**src/rtl/bram32_lsu_adapter.sv**
```systemverilog
`default_nettype none
// +--------------------------------------------------------------------------+
// | bram32_lsu_adapter: CPU load/store port to 32-bit word BRAM adapter.      |
// | Rev 1.0                                                                  |
// +--------------------------------------------------------------------------+
module bram32_lsu_adapter #(
  parameter int DEPTH = 512
) (
  input  logic                           i_clk,
  input  logic                           i_rst,
  input  logic                           i_req_valid,
  output logic                           o_req_ready,
  input  logic [31:0]                    i_req_addr,
  input  logic                           i_req_we,
  input  logic [1:0]                     i_req_size,
  input  logic                           i_req_unsigned,
  input  logic [31:0]                    i_req_wdata,
  output logic                           o_rsp_valid,
  input  logic                           i_rsp_ready,
  output logic [31:0]                    o_rsp_rdata,
  output logic                           o_rsp_err,
  output logic [$clog2(DEPTH)-1:0]       o_mem_addr,
  output logic [31:0]                    o_mem_wdata,
  output logic                           o_mem_we,
  output logic [2:0]                     o_mem_wr_subaddr,
  input  logic [31:0]                    i_mem_rdata
);

  localparam int ADDR_WIDTH = $clog2(DEPTH);

  typedef enum logic [1:0] {
    S_IDLE    = 2'd0,
    S_RD_WAIT = 2'd1,
    S_RESP    = 2'd2
  } state_t;

  state_t      r_state;
  state_t      w_state_nxt;
  logic [1:0]  r_size;
  logic        r_unsigned;
  logic [1:0]  r_off;
  logic [31:0] r_rsp_rdata;
  logic [31:0] w_rsp_rdata_nxt;
  logic        r_rsp_err;
  logic        w_rsp_err_nxt;

  logic        w_accept;
  logic        w_oor;
  logic        w_err;
  logic        w_is_load;
  logic [7:0]  w_byte;
  logic [15:0] w_half;
  logic [31:0] w_load_fmt;

  // Any address bit above the BRAM's byte range is out of range.
  generate
    if (ADDR_WIDTH + 2 < 32) begin : g_oor_chk
      assign w_oor = |i_req_addr[31:ADDR_WIDTH+2];
    end else begin : g_no_oor
      assign w_oor = 1'b0;
    end
  endgenerate

  assign w_err = (i_req_size == 2'd3)
               | ((i_req_size == 2'd1) & i_req_addr[0])
               | ((i_req_size == 2'd2) & (i_req_addr[1:0] != 2'b00))
               | w_oor;

  assign o_req_ready = (r_state == S_IDLE) | ((r_state == S_RESP) & i_rsp_ready);
  assign w_accept    = i_req_valid & o_req_ready;
  assign w_is_load   = ~i_req_we & ~w_err;

  assign o_mem_addr  = i_req_addr[ADDR_WIDTH+1:2];
  assign o_mem_wdata = i_req_wdata;
  assign o_mem_we    = w_accept & i_req_we & ~w_err;

  always_comb begin
    o_mem_wr_subaddr = 3'd0;
    if (o_mem_we) begin
      case (i_req_size)
        2'd2:    o_mem_wr_subaddr = 3'd1;
        2'd1:    o_mem_wr_subaddr = {2'b01, i_req_addr[1]};
        2'd0:    o_mem_wr_subaddr = {1'b1, i_req_addr[1:0]};
        default: o_mem_wr_subaddr = 3'd0;
      endcase
    end
  end

  // Lane select and extension use the size/offset latched at accept time.
  assign w_byte = i_mem_rdata[{r_off, 3'b000} +: 8];
  assign w_half = i_mem_rdata[{r_off[1], 4'b0000} +: 16];

  always_comb begin
    w_load_fmt = i_mem_rdata;
    case (r_size)
      2'd0:    w_load_fmt = {{24{~r_unsigned & w_byte[7]}}, w_byte};
      2'd1:    w_load_fmt = {{16{~r_unsigned & w_half[15]}}, w_half};
      default: w_load_fmt = i_mem_rdata;
    endcase
  end

  always_comb begin
    w_state_nxt     = r_state;
    w_rsp_rdata_nxt = r_rsp_rdata;
    w_rsp_err_nxt   = r_rsp_err;
    case (r_state)
      S_IDLE, S_RESP: begin
        if (w_accept) begin
          if (w_is_load) begin
            w_state_nxt = S_RD_WAIT;
          end else begin
            w_state_nxt     = S_RESP;
            w_rsp_rdata_nxt = 32'd0;
            w_rsp_err_nxt   = w_err;
          end
        end else if ((r_state == S_RESP) & i_rsp_ready) begin
          w_state_nxt = S_IDLE;
        end
      end
      S_RD_WAIT: begin
        w_state_nxt     = S_RESP;
        w_rsp_rdata_nxt = w_load_fmt;
        w_rsp_err_nxt   = 1'b0;
      end
      default: w_state_nxt = S_IDLE;
    endcase
  end

  always_ff @(posedge i_clk or posedge i_rst) begin
    if (i_rst) begin
      r_state     <= S_IDLE;
      r_rsp_rdata <= 32'd0;
      r_rsp_err   <= 1'b0;
      r_size      <= 2'd0;
      r_unsigned  <= 1'b0;
      r_off       <= 2'd0;
    end else begin
      r_state     <= w_state_nxt;
      r_rsp_rdata <= w_rsp_rdata_nxt;
      r_rsp_err   <= w_rsp_err_nxt;
      if (w_accept & w_is_load) begin
        r_size     <= i_req_size;
        r_unsigned <= i_req_unsigned;
        r_off      <= i_req_addr[1:0];
      end
    end
  end

  assign o_rsp_valid = (r_state == S_RESP);
  assign o_rsp_rdata = r_rsp_rdata;
  assign o_rsp_err   = r_rsp_err;

endmodule
`default_nettype wire

```
**config.mk**
```make
export PLATFORM = sky130hd
export DESIGN_NAME = bram32_lsu_adapter
export DESIGN_NICKNAME = d
export VERILOG_FILES = /design/src/rtl/bram32_lsu_adapter.sv
export SDC_FILE = /design/constraint.sdc
export NUM_CORES = 1
export LEC_CHECK = 0
export ABC_AREA = 0
export BUFFER_PORTS_ARGS = -buffer_cell sky130_fd_sc_hd__buf_4
export CAP_MARGIN = 10
export CELL_PAD_IN_SITES_DETAIL_PLACEMENT = 0
export CELL_PAD_IN_SITES_GLOBAL_PLACEMENT = 1
export CORE_ASPECT_RATIO = 0.75
export CORE_MARGIN = 8
export CORE_UTILIZATION = 23
export DETAILED_ROUTE_END_ITERATION = 7
export GPL_ROUTABILITY_DRIVEN = 0
export PLACE_DENSITY = 0.68
export SLEW_MARGIN = 15
export SYNTH_ARGS = -nofsm -noshare
export SYNTH_HDL_FRONTEND = slang
export SYNTH_SLANG_ARGS = --single-unit
export TNS_END_PERCENT = 5
```
**constraint.sdc**
```tcl
create_clock -name i_clk -period 5.05 [get_ports i_clk]
set_input_delay 1.515 -clock i_clk [delete_from_list [all_inputs] [get_ports i_clk]]
set_output_delay 1.515 -clock i_clk [all_outputs]
set_load 0.01 [all_outputs]
```
==> results of run 1 <==
==> kinds of logic (layout without fill, tap and decap cells) <==
logic type | Yosys count | in the layout | share of synthesized area
flops | 40 | 40 | 0.390
buf+inv | 68 | 121 | 0.163
simple gates | 50 | 50 | 0.0991
mux | 21 | 21 | 0.0839
compound gates | 106 | 106 | 0.263
==> how the worst max path moves through the flow <==
stage	slack [ns]	depth (start not counted)	start	end
6_report	0.32	6	i_req_addr[19]	o_mem_wr_subaddr[2]
5_1_grt	0.22	6	i_req_addr[23]	o_mem_wr_subaddr[1]
4_1_cts	0.36	6	i_req_addr[19]	o_mem_wr_subaddr[2]
3_5_place_dp	0.35	6	i_req_addr[19]	o_mem_wr_subaddr[2]
3_3_place_gp	0.43	6	i_req_addr[12]	o_mem_wr_subaddr[1]
2_1_floorplan	0.47	4	i_req_addr[19]	o_mem_wr_subaddr[1]
==> cells in the final DEF (no fill, tap or decap), types with 2 or more instances in the layout <==
cell type	instances
a21oi_1	25
a221oi_1	7
a31o_2	7
buf_4	104
bufinv_16	3
clkbuf_16	5
dfrtp_1	40
inv_1	8
mux2_2	4
mux2i_1	17
nand2_1	26
nand2b_1	2
nor2_1	3
nor2b_1	3
nor3_1	2
nor3b_1	2
nor4_1	5
o21ai_0	24
o22ai_1	32
==> report_power, final <==
group	total, mW	switching (mW)	internal [mW]
registers	0.324	0.00127	0.322
logic	0.0981	0.0503	0.0478
clock network	0.469	0.135	0.333
total	0.891	0.187	0.704
==> per-stage QoR <==
step	setup WS, ns	cell area, sq um	power, mW
2_1_floorplan	0.474	2560	0.398
3_3_place_gp	0.429	3140	0.428
3_5_place_dp	0.347	3140	0.429
4_1_cts	0.359	3360	0.898
5_1_grt	0.224	3360	0.916
6_report	0.319	3360	0.891
==> layout make-up <==
class                           count  area (sq um)
Clock inverter                      3          90.1
Tap cell                          140           175
Sequential cell                    40          1000
Timing Repair Buffer              104           781
Inverter                            9          33.8
Multi-Input combinational cell    177          1150
Clock buffer                        5           125
Fill cell                        1170          7540
==> worst reg2reg max path: cells and delay by family, from the launching register on <==
| family | cells | cell delay (ns) |
|---|---|---|
| buffers and inverters | 1 | 0.60 |
| AOI/OAI and AO/OA | 3 | 1.07 |
| DFF | 1 | 0.68 |
==> registers in the layout (all words and copies together) (netlist names) <==
name	flops
o_rsp_err	1
o_rsp_rdata	32
r_off	2
r_size	2
r_state	2
r_unsigned	1
==> layer usage <==
layer	up-vias	wire length (um)	part of all wire	GRT usage
met1	1129	3770	0.41	0.148
li1	1117	-	-	-
met4	0	96	0.011	0.0360
met5	-	0	0	0
met2	85	4340	0.48	0.188
met3	17	901	0.099	0.0606
==> metrics.cfg, run 1 <==
[setup_path]
endpoint_kind=primary output
start_kind=input port
critical_path_arrival_ns=3.22
worstPathRequired_ns=3.54
path_buf_inv=2
crit_fanout=4
r2r-end=o_rsp_rdata[18]$_DFFE_PP0P_
rr_worst_depth=4
path_cells=buf_4 -> nor4_1 -> nand4_1 -> nor4_1 -> nor3b_1 -> buf_4
cpLargestDelayFamily=simple AND/OR/NAND/NOR gates
slowest_delay_ns=0.59
critical_path_class=input port to primary output
r2r_start=r_size[1]$_DFFE_PP0P_
reg2reg_slack_ns=2.53
slowest_stage=nor4_1

[synth]
syn_area_per_cell_sq_um=9.00
synthArstFlopShare=1.00
synth-edff-count=0
synth-main-ff-cell=dfrtp_1
syn_nets=389
synth_warnings=0
ys_top_cells_by_area=dfrtp_1, buf_4, o22ai_1
postSynthCellCount=285
synth_most_common_cell=buf_4
ys_top_cells_by_count=buf_4, dfrtp_1, o22ai_1
synth_cell_types=37
ys_ff_latch=40
yosys.area.top_type=dfrtp_1
synth_top_area_frac=0.390
syn_area_sq_mm=0.00256
seq_area_frac_synth=0.390

[route]
first_iter_violations=160
routed_wl_um=9110
drt-pass1-iter-count=4
ant_nets=0
vias=2348
wl_per_cell_um=19.1
drc=0
via_per_inst=4.91

[cts]
worstSkewPairLatency_ns=0.29
holdBufCountCts=0
htreeDepth=2
cts_resized=0
ctsLongestPathBuffers=2
cts.sinks=40
cts_setup_buffers=0
cts_tree=done
path_clk_slew_ns=0.06
cts_buffers=5
root_buffer=clkbuf_16

[sta]
fin_hold_ws_ns=0.475
setup_violations=0
period_minus_slack_ns=4.73
slew_violations=0
hold_viol=0
fin_setup_tns_ns=0
worstMarginPinSlew_ns=0.945
rsz0062_at_grt=no
slew_headroom=0.370
fin_skew_ns=0.00756
post-route-period-util=0.937
timing.fmax_ghz=0.211

[power_and_ir_drop]
ir_worst_vdd_mv=0.104
powerDensity_mw_per_mm2=265
p_leak_nw=1.66

[final_layout]
layout.cells.non_filler=478
fin_util=0.308
layout.nets=441
area_growth_pct=31.0
diodes=0
layout-drive-gt1-share=0.385

[outcome]
outcome=completed

[floorplanning]
dieArea_sq_mm=0.0148
io_pins=184
start_util=0.235
core_sq_mm=0.0109
die_width_um=138
die_y_um=107
num_rows=33

[job]
drv_cap=0

[global_routing]
grt_pass1_wl_um=14100
grt_max_degree=41
grt.total_usage=0.122
antenna_found_initial=0
overflow=0
grt_pass1_vias=2519

[hold_path]
min_to=o_rsp_err$_DFFE_PP0P_
hold_class=register to register
worstHoldStart=o_rsp_err$_DFFE_PP0P_
hold_path_depth=2

[placement]
placed_cells=470
io_buffer_count=101
hpwl_um=6870

Note: power is estimated with default switching activity, not from simulation.
==> run 2, diff against run 1 <==
==> constraint.sdc (replaced) <==
create_clock -name i_clk -period 4.9 [get_ports i_clk]
set_input_delay 1.47 -clock i_clk [delete_from_list [all_inputs] [get_ports i_clk]]
set_output_delay 1.47 -clock i_clk [all_outputs]
set_load 0.01 [all_outputs]
==> run 2 against run 1 <==
Effect of this change:
- clock power shrank 28%
- first-iteration DRC count up 26%
- flip-flop and latch count unchanged
- non-clock buffer count did not move
- combinational power hardly changed
- design area down 1.9%
- cell count unchanged
- total power fell by 13%
==> metrics.cfg, run 2 (synthesis results as in run 1) <==
[sta]
worstMarginPinSlew_ns=1.12  ; was 0.945 ns
fin_hold_ws_ns=0.475  ; about the same
rsz0062_at_grt=no  ; unchanged
fin_skew_ns=0.00378  ; was 0.00756 ns
timing.fmax_ghz=0.219
slew_violations=0  ; unchanged
fin_setup_tns_ns=0  ; unchanged
post-route-period-util=0.933
slew_headroom=0.248  ; was 0.370
hold_viol=0  ; unchanged
period_minus_slack_ns=4.57
setup_violations=0  ; unchanged

[job]
drv_cap=0  ; unchanged

[global_routing]
overflow=0  ; unchanged
antenna_found_initial=0  ; unchanged
grt_pass1_vias=2490  ; was 2519
grt_max_degree=41  ; unchanged
grt_pass1_wl_um=13900  ; was 14100 um
grt.total_usage=0.120  ; was 0.122

[power_and_ir_drop]
p_leak_nw=1.63  ; was 1.66 nW
powerDensity_mw_per_mm2=234  ; was 265 mW/mm^2
ir_worst_vdd_mv=0.115  ; was 0.104 mV

[setup_path]
critical_path_arrival_ns=3.10  ; was 3.22 ns
crit_fanout=4  ; unchanged
critical_path_class=input port to primary output  ; unchanged
endpoint_kind=primary output  ; unchanged
path_cells=buf_4 -> nor4_1 -> nand4_1 -> nor4_2 -> nor3b_1 -> buf_4  ; was buf_4 -> nor4_1 -> nand4_1 -> nor4_1 -> nor3b_1 -> buf_4
crit_top_cell=buf_4
reg2reg_slack_ns=2.38  ; was 2.53 ns
slowest_delay_ns=0.51  ; was 0.59 ns
path_buf_inv=2  ; unchanged
start_kind=input port  ; unchanged
cpLargestDelayFamily=simple AND/OR/NAND/NOR gates  ; unchanged
worst-path-stages=6  ; unchanged
slowest_stage=nor4_2  ; was nor4_1
rr_worst_depth=4  ; unchanged
worstPathRequired_ns=3.43  ; was 3.54 ns

[cts]
path_clk_slew_ns=0.06  ; about the same
cts_setup_buffers=0  ; unchanged
cts_buffers=5  ; unchanged
cts_resized=0  ; unchanged
ctsLongestPathBuffers=2  ; unchanged
root_buffer=clkbuf_16  ; unchanged
cts_tree=done  ; unchanged
cts.sinks=40  ; unchanged
worstSkewPairLatency_ns=0.28  ; was 0.29 ns
holdBufCountCts=0  ; unchanged
htreeDepth=2  ; unchanged

[final_layout]
fill_cells=1182  ; was 1170
layout-drive-gt1-share=0.385  ; unchanged
multi_input_area_sq_mm=0.00116  ; was 0.00115 sq mm
regArea_sq_mm=0.00100  ; unchanged
fin_util=0.302  ; was 0.308
area_growth_pct=28.6  ; was 31.0%
final_common_cell=buf_4  ; unchanged
diodes=0  ; unchanged
layout_common_cells=buf_4, dfrtp_1, o22ai_1  ; unchanged
largest_reg_flops=32  ; unchanged
layout.nets=441  ; unchanged

[route]
ant_nets=0  ; unchanged
drc=0  ; unchanged
routed_wl_um=8990  ; was 9110 um
via_per_inst=4.83  ; was 4.91
wl_per_cell_um=18.8  ; was 19.1 um
drt-pass1-iter-count=4  ; unchanged
first_iter_violations=202  ; was 160
vias=2310  ; was 2348

[floorplanning]
dieArea_sq_mm=0.0148  ; unchanged
die_width_um=138  ; unchanged
die_y_um=107  ; unchanged
io_pins=184  ; unchanged
start_util=0.235  ; unchanged
num_rows=33  ; unchanged
core_sq_mm=0.0109  ; unchanged

[hold_path]
hold_class=register to register  ; unchanged
hold_path_depth=2  ; unchanged

[placement]
io_buffer_count=101  ; unchanged
hpwl_um=6850  ; was 6870 um

[outcome]
outcome=completed  ; unchanged

-- run 2: final timing paths --
check / to / from
min: o_rsp_err$_DFFE_PP0P_ / o_rsp_err$_DFFE_PP0P_
max reg2reg: o_rsp_rdata[17]$_DFFE_PP0P_ / r_size[1]$_DFFE_PP0P_
min reg2reg: o_rsp_err$_DFFE_PP0P_ / o_rsp_err$_DFFE_PP0P_
min in group asynchronous: o_rsp_rdata[25]$_DFFE_PP0P_ / i_rst
max: o_mem_wr_subaddr[2] / i_req_addr[19]
max in group asynchronous: o_rsp_rdata[10]$_DFFE_PP0P_ / i_rst
-- run 2: stage by stage --
stage	power [mW]	area, sq um	cells	setup slack [ns]
after floorplan	0.410	2560	285	0.414
after global placement	0.441	3140	470	0.371
after detailed placement	0.442	3140	470	0.274
after CTS	0.777	3290	478	0.282
after global routing	0.796	3300	478	0.143
final	0.771	3300	478	0.329
-- run 2: worst register-to-register path: stages (launching register included) --
cell     delay [ns]
dfrtp_1        0.67
inv_1          0.60
o21ai_0        0.27
o21ai_2        0.62
o22ai_1        0.20
-- run 2: power by group --
part | leakage (nW) | internal (mW) | switching [mW]
logic | 1.01 | 0.0493 | 0.0513
registers | 0.547 | 0.332 | 0.00130
clock network | 0.0766 | 0.201 | 0.135
total | 1.63 | 0.583 | 0.188
-- run 2: layout make-up --
type / count / area share
multi-input combinational: 177 / 0.351
inverter: 9 / 0.0102
clock inverter: 2 / 0.00304
timing repair buffer: 104 / 0.237
sequential: 40 / 0.304
tap: 140 / 0.0531
clock buffer: 6 / 0.0421
-- run 2: layer usage --
layer	part of all wire	global-route usage	routed length [um]
met1	0.42	0.143	3760
met2	0.46	0.183	4140
met3	0.10	0.0639	939
met4	0.017	0.0375	151
met5	0	0	0
